--- config.mk ---
export PLATFORM = sky130hd
export DESIGN_NAME = i2c_master_engine
export DESIGN_NICKNAME = d
export VERILOG_FILES = /design/src/rtl/i2c_master_engine.sv
export SDC_FILE = /design/constraint.sdc
export NUM_CORES = 1
export LEC_CHECK = 0
export BUFFER_PORTS_ARGS = -buffer_cell sky130_fd_sc_hd__buf_2
export CAP_MARGIN = 0
export CORE_MARGIN = 4
export CORE_UTILIZATION = 25
export CTS_BUF_LIST = sky130_fd_sc_hd__clkbuf_2 sky130_fd_sc_hd__clkbuf_4 sky130_fd_sc_hd__clkbuf_8
export DETAILED_ROUTE_END_ITERATION = 10
export PLACE_DENSITY = 0.47
export SYNTH_ARGS = -nofsm -noshare
export SYNTH_HDL_FRONTEND = slang
export SYNTH_SLANG_ARGS = --single-unit
--- constraint.sdc ---
create_clock -name clk -period 3 [get_ports clk]
set_input_delay 0.15 -clock clk [delete_from_list [all_inputs] [get_ports clk]]
set_output_delay 0.15 -clock clk [all_outputs]
set_load 0.005 [all_outputs]
--- src/rtl/i2c_master_engine.sv ---
// i2c_master_engine: single-byte I2C write / random-read master on open-drain SCL/SDA with register write-back.
// Optional SCL clock stretching in Q1 when I2C_CLK_STRETCH_EN is defined.
module i2c_master_engine #(
  parameter int CLK_DIV = 125
) (
  input  logic       clk,
  input  logic       rst,
  input  logic [7:0] slave_addr,
  input  logic [8:0] i2c_addr,
  input  logic [7:0] tx_data,
  output logic       i2c_wr_en,
  output logic [1:0] i2c_sts,
  output logic [7:0] rx_data,
  output logic       scl_oe,
  output logic       sda_oe,
  input  logic       scl_i,
  input  logic       sda_i
);
  typedef enum logic [3:0] {
    IDLE, START, ADDR, ACK_A, SUB, ACK_S, WDATA, ACK_W,
    RSTART, RADDR, ACK_R, RDATA, MACK, STOP, DONE
  } state_e;
  state_e     state_q, state_d;
  logic       go_q, nack_q;
  logic [7:0] sa_q, sub_q, tx_q, rx_q, tx_byte;
  logic [15:0] cnt_q;
  logic [1:0] qtr_q;
  logic [2:0] bit_q;
  logic       hold, start, q_end, b_end, y_end, sample, ack_st, data_st, bit_st;
`ifdef I2C_CLK_STRETCH_EN
  assign hold = qtr_q == 2'd1 && !scl_oe && !scl_i;
`else
  logic unused_scl_i;
  assign unused_scl_i = scl_i;
  assign hold = 1'b0;
`endif
  assign start  = i2c_addr[8] && !go_q && state_q == IDLE;
  assign q_end  = cnt_q == 16'(CLK_DIV - 1) && !hold;
  assign b_end  = q_end && qtr_q == 2'd3;
  assign y_end  = b_end && bit_q == 3'd7;
  assign sample = q_end && qtr_q == 2'd2;
  assign ack_st = state_q == ACK_A || state_q == ACK_S || state_q == ACK_W || state_q == ACK_R;
  assign data_st = state_q == ADDR || state_q == SUB || state_q == WDATA || state_q == RADDR;
  assign bit_st = data_st || ack_st || state_q == RDATA || state_q == MACK;
  always_ff @(posedge clk or posedge rst) begin
    if (rst) state_q <= IDLE;
    else state_q <= state_d;
  end
  always_ff @(posedge clk or posedge rst) begin
    if (rst) begin
      cnt_q <= '0;
      qtr_q <= '0;
      bit_q <= '0;
    end else if (state_q == IDLE || state_q == DONE) begin
      cnt_q <= '0;
      qtr_q <= '0;
      bit_q <= '0;
    end else if (!hold) begin
      cnt_q <= q_end ? '0 : cnt_q + 16'd1;
      qtr_q <= q_end ? qtr_q + 2'd1 : qtr_q;
      bit_q <= !b_end ? bit_q : state_d != state_q ? 3'd0 : bit_q + 3'd1;
    end
  end
  always_ff @(posedge clk or posedge rst) begin
    if (rst) begin
      go_q   <= 1'b0;
      nack_q <= 1'b0;
      sa_q   <= '0;
      sub_q  <= '0;
      tx_q   <= '0;
      rx_q   <= '0;
    end else begin
      go_q <= i2c_addr[8];
      if (start) begin
        sa_q   <= slave_addr;
        sub_q  <= i2c_addr[7:0];
        tx_q   <= tx_data;
        nack_q <= 1'b0;
      end
      if (sample && ack_st && sda_i) nack_q <= 1'b1;
      if (sample && state_q == RDATA) rx_q <= {rx_q[6:0], sda_i};
    end
  end
  always_comb begin
    state_d = state_q;
    case (state_q)
      IDLE:    state_d = start ? START : IDLE;
      START:   state_d = b_end ? ADDR : START;
      ADDR:    state_d = y_end ? ACK_A : ADDR;
      ACK_A:   state_d = !b_end ? ACK_A : nack_q ? STOP : SUB;
      SUB:     state_d = y_end ? ACK_S : SUB;
      ACK_S:   state_d = !b_end ? ACK_S : nack_q ? STOP : sa_q[0] ? RSTART : WDATA;
      WDATA:   state_d = y_end ? ACK_W : WDATA;
      ACK_W:   state_d = b_end ? STOP : ACK_W;
      RSTART:  state_d = b_end ? RADDR : RSTART;
      RADDR:   state_d = y_end ? ACK_R : RADDR;
      ACK_R:   state_d = !b_end ? ACK_R : nack_q ? STOP : RDATA;
      RDATA:   state_d = y_end ? MACK : RDATA;
      MACK:    state_d = b_end ? STOP : MACK;
      STOP:    state_d = b_end ? DONE : STOP;
      DONE:    state_d = IDLE;
      default: state_d = IDLE;
    endcase
  end
  // Repeated START pulls SCL low in Q0 so the slave can release SDA before SCL rises.
  always_comb begin
    tx_byte = state_q == ADDR ? {sa_q[7:1], 1'b0} :
              state_q == SUB ? sub_q :
              state_q == WDATA ? tx_q : {sa_q[7:1], 1'b1};
    scl_oe = state_q == START ? qtr_q == 2'd3 :
             state_q == RSTART ? (qtr_q == 2'd3 || qtr_q == 2'd0) :
             state_q == STOP ? qtr_q == 2'd0 :
             bit_st && (qtr_q == 2'd0 || qtr_q == 2'd3);
    sda_oe = (state_q == START || state_q == RSTART) ? qtr_q[1] :
             state_q == STOP ? qtr_q != 2'd3 :
             data_st && !tx_byte[~bit_q];
    i2c_wr_en = state_q == DONE || (state_q == START && qtr_q == 2'd0 && cnt_q == '0);
    i2c_sts = {state_q != IDLE && state_q != DONE, nack_q};
    rx_data = (state_q == DONE && sa_q[0] && !nack_q) ? rx_q : tx_q;
  end
endmodule

== Yosys cells after proc, flatten, opt, wreduce, memory -nomap -nowiden ==
Cells that the tools add are included.
Widths: inputs -> output; s select.
Word-level totals
  bits in read-only memories: 0
  bits in latches: 0
  memories: 0
  flip-flop bits (word level): 59
  RAM bits: 0
  bits of input ports: 29
Cells by class
  divide/modulo/power cells: 0
  multiplexer cells: 39
  multipliers: 0
  equality and inequality tests: 21
  shifts and indexed selects: 0
  order comparisons: 1
  $add $sub $neg: 3
  bitwise operators: 1
  reductions and logical operators: 38
Operators with widths (number)
  $pmux 4 s14: 1
  $mux 16: 2
  $mux 8: 4
  $eq 4x4->1 const B: 7
  $mux 4: 6
  $mux 3: 6
  $add 16x1->16 const B: 1
  $eq 16x7->1 const B: 1
  $eq 4x3->1 const B: 4
  $logic_not 16->1: 1
  $logic_and 1x1->1: 15
  $mux 1: 14
  $logic_or 1x1->1: 13
  $mux 2: 5
  $eq 4x2->1 const B: 2
  $reduce_bool 2->1: 3
  $eq 2x2->1 const B: 2
  $eq 4x1->1 const B: 1
  $logic_not 4->1: 1
  $lt 3x4->1 const B: 1
  $ne 4x4->1: 1
  $ne 4x4->1 const B: 1
  $reduce_bool 4->1: 1
  $add 3x1->3 const B: 1
  7 further kinds: 9

== Logic depth before layout (Yosys ltp) ==
  depth after elaboration: 11
  depth in mapped cells: 8
  gate-level depth less buffers: 7

== Worst setup path before layout ==
No wires, ideal clock.
  path kind: reg2reg
  start: reg state_q[3]
  end: reg sa_q[4]
  required time: 2.875 ns
  path buffers: 2
  period minus slack after synthesis: 2.021 ns
  arrival: 1.896 ns
  stages on the path, launching flop included: 6
  path slack: 0.979 ns
  setup time: 0.125 ns
  cells stage by stage: dfrtp_1 > or3_1 > or4b_1 > buf_6 > buf_6 > mux2_4
On the way
  cells in the longest elaborated chain, start to end: 2
Ends and longest elaborated chain
  start, declared: RTL line 23  | state_e state_q, state_d;
  start signal, assigned: RTL line 47  | else state_q <= state_d;
  $logic_not 4->1: RTL line 37  | assign start = i2c_addr[8] && !go_q && state_q == IDLE;
  $logic_and 1x1->1: RTL line 37
  end signal, assigned: RTL line 75  | sa_q <= slave_addr;
  end, declared: RTL line 25  | logic [7:0] sa_q, sub_q, tx_q, rx_q, tx_byte;
No other way between the ends.
A chain may end at the register's enable or synchronous reset.

== Worst setup path in the final report ==
  start: reg state_q[0]
  end: out sda_oe
On the way
  cells in the longest elaborated chain, start to end: 10
  elaborated cells on any way between the ends: 20
  classes of those cells: eq/ne (7); mux (7); reduce/logical (6)
Ends and longest elaborated chain
  $eq 4x3->1: RTL line 43, 109
  $mux 8: RTL line 109  | state_q == WDATA ? tx_q : {sa_q[7:1], 1'b1};
  $mux 8: RTL line 108  | state_q == SUB ? sub_q :
  $mux 8: RTL line 107  | tx_byte = state_q == ADDR ? {sa_q[7:1], 1'b0} :
  $bmux 1 s3: RTL line 116  | data_st && !tx_byte[~bit_q];
  $mux 1 (implied by the code): RTL line 116
  $logic_not 1->1: RTL line 116
  $logic_and 1x1->1: RTL line 116
  $mux 1: RTL line 115  | state_q == STOP ? qtr_q != 2'd3 :
  $mux 1 (*): RTL line 114  | sda_oe = (state_q == START || state_q == RSTART) ? qtr_q[1] :
  end, declared: RTL line 15  | output logic sda_oe,
Every way passes the cells marked *; elsewhere a longest branch is shown, timed or not. The select of a mux whose other input is x is not followed.

==> summary.md <==
| Metric | Value |
|---|---|
| Final worst path period need | around 2600 ps |
| Final #Nets | between 400 and 500 |
| CTS Sinks | 59 |
| Core area | ~0.014 sq mm |
| Max clock buf depth | 2 |
| Die span in y | about 130 microns |
| DR iter-0 viols | 84 |
| Final setup violation count | 0 |
| Vias per cell | 4.64 |
| I/O pin total | 42 |
| Synth top cells by count | 59 x dfrtp_1, 32 x nor2_1, 24 x mux2_2, 18 x mux2_4, 17 x nand2_1 |
| Total power | about 1900 uW |
| Max-slew headroom | 0.495 |
| # diodes | 0 |
| CTS clk-pin slew, worst paths | roughly 80 ps |
| Worst Setup Path Type | register to output pin |
| HP Class | input port to register |
| Post-placement setup slack | about 670 ps |
| Setup bufs post-CTS | 0 |
| R2R setup slack | 700 ps |
| Peak Freq | approximately 380 MHz |
| Slew @ Worst Pin | roughly 750 ps |
| Fraction of registers with async set/reset | 1.00 |
| Netlist cell types | 65 |
| Fin. Hold Viols | 0 |
| Worst setup SP type | register |
| Most numerous cell in the Yosys netlist | dfrtp_1 |
| Worst Path Required | ~2900 ps |
| Final ANT Viol Nets | 0 |
| Internal power | ~1500 uW |
| Most used DFF post-synth | dfrtp_1 |
| Clock insertion delay at the later pin of the skew report | 350 ps |
| Die area | between 0.015 and 0.02 sq mm |
| Input/output buffers | 40 |
| Comb pwr share | 0.043 |
| Seq/Total Area, Yosys | 0.421 |
| Flop pwr share | 0.434 |
| DP Wirelength | 5860 microns |
| Post-CTS Resized | 0 |
| Vias in the first global route | 2738 |
| Unrepaired setup endpoints after global routing | no |
| Fin. max-slew vios | 0 |
| Critical Path Fanout Max | 17 |
| Fin Setup TNS | 0 ps |
| First-pass GRT wire length | between 10000 and 15000 microns |
| Critical Path Most Common Cell | a32oi_1 |
| Crit-path cells | buf_4 -> or3b_2 -> or3_1 -> nand4_1 -> a32oi_1 -> a32oi_1 -> buf_2 |
| Syn Std Cell Area | 0.00351 sq mm |
| CTS hold repair buffers | 2 |
| Num CTS Buffers | 9 |
| Die X | about 130 microns |
| Flops & latches, synth | 59 |
| Final Util | 0.301 |
| Detailed Routing Iterations Pass 1 | 4 |
| CP arrival | between 2000 and 3000 ps |
| Switching part of the total | 0.211 |
| H-tree Lvls | 3 |
| WL final | ~8200 microns |
| Cells after Synth | 332 |
| Gpl congestion | roughly 0.8 |
| Number of synthesized flops with an enable pin | 0 |
| Synth Net Count | between 300 and 400 |
| Setup Skew | roughly 12 ps |
| Vias | 2587 |
| Leak | between 0.0015 and 0.002 uW |
| Setup ws final | ~350 ps |
| CTS tree | built |
| Largest area contributor in the netlist | dfrtp_1 |
| CP endpoint kind | output pin |
| Initial Utilization | 0.254 |
| Post-DR wirelength/cell | approximately 15 microns |
| Status | complete, no violations |
| Largest net degree at the start of global routing | 39 |
| Avg Inst Size Synth | 10.6 sq um |
| Remaining Overflow, GRT | 0 |
| Fillers | about 1400 |
| Yosys warns | 0 |
| Synth top area share | 0.421 |
| Crit-path slowest cell | or3b_2 |
| Fin crit share | 0.883 |
| Max incr delay on CP | 530 ps |
| Rows | 43 |
| Worst hold slack | ~22 ps |
| GRT Total Usage | 0.109 |
| Clock power frac | 0.524 |
| Max Cap Viol | 0 |
| Area Growth Syn to Fin | 18.7% |
| Initial antenna violation count | 0 |
| Leading post-synthesis cells by cell area | dfrtp_1 42%, mux2_4 7.7%, mux2_2 7.7%, mux2i_1 3.4%, nor2_1 3.4% |
| Number of remaining DRC errors | 0 |
| Sw power | about 400 uW |
| VDD IR-drop max | about 0.00023 V |
| Layout cell share with drive strength beyond 1 | 0.305 |
| PD cells | 457 mW/mm^2 |
| Root Buffer | clkbuf_8 |
## power by group through the flow
stage	Clock (uW)	Sequential (uW)	Combinational (uW)
floorplan	0	836	46.9
global placement	0	841	80.5
detailed placement	0	841	81.7
CTS	1020	826	84.3
global route	1060	828	92.1
finish	996	826	81.1
## critical path, delay by kind of cell (launching register included)
family / cells / cell delay, ps
AO/OA/AOI/OAI: 2 / 270
buffers and inverters: 2 / 420
flip-flops: 1 / 500
AND/OR/NAND/NOR: 3 / 970
## state kept, by name, summed over array words and instances, names as in the netlist
register	cells
qtr_q	2
bit_q	3
sa_q	8
cnt_q	16
nack_q	1
rx_q	8
tx_q	8
go_q	1
state_q	4
sub_q	8
## final timing paths
kind                                           start                  end  cells past startpoint
worst max-delay path            state_q[0]$_DFF_PP0_               sda_oe                      7
worst min-delay path                   slave_addr[6]  sa_q[6]$_DFFE_PP0P_                      2
worst max register to register    cnt_q[7]$_DFF_PP0_  cnt_q[13]$_DFF_PP0_                      4
worst min register to register    cnt_q[0]$_DFF_PP0_   cnt_q[0]$_DFF_PP0_                      1
max in group asynchronous                        rst  sa_q[1]$_DFFE_PP0P_                      4
min in group asynchronous                        rst  cnt_q[15]$_DFF_PP0_                      3
## cell type report
class / count / area (sq um) / share of cell area
Clock buffer: 9 / 124 / 0.0297
Clock inverter: 7 / 146 / 0.0351
Inverter: 14 / 52.6 / 0.0126
Multi-Input combinational cell: 239 / 1870 / 0.449
Sequential cell: 59 / 1480 / 0.354
Tap cell: 180 / 225 / 0.0541
Timing Repair Buffer: 49 / 273 / 0.0655
## layer usage
metal	track usage	up-vias	routed length (microns)
li1	-	1271	-
met1	0.153	1272	4060
met2	0.163	31	3770
met3	0.0194	13	212
met4	0.0492	0	172
met5	0	-	0
## per-stage QoR
stage,instance area (sq um),cells
after floorplan,3510,332
after global placement,3880,539
after detailed placement,3880,539
after CTS,4170,557
after global routing,4170,557
final,4170,557
## cell families after synthesis
group,Yosys count,synth area share
adder cells (fa/ha/maj),8,0.0278
AO/OA/AOI/OAI,50,0.0988
multiplexers,54,0.188
AND/OR/NAND/NOR,111,0.178
XOR/XNOR,16,0.0399
buffers and inverters,34,0.0467
flip-flops,59,0.421
## cell usage in the layout, fill, tap and decap left out, drive strengths merged, types with 9 or more instances in the layout
cell	count
nand4	9
nor2	32
nand3	12
o21ai	12
clkbuf	9
inv	14
mux2	42
buf	47
dfrtp	59
xnor2	10
nand2	17
mux2i	12
a21oi	12
No activity file was read; power rests on OpenSTA's default activity.
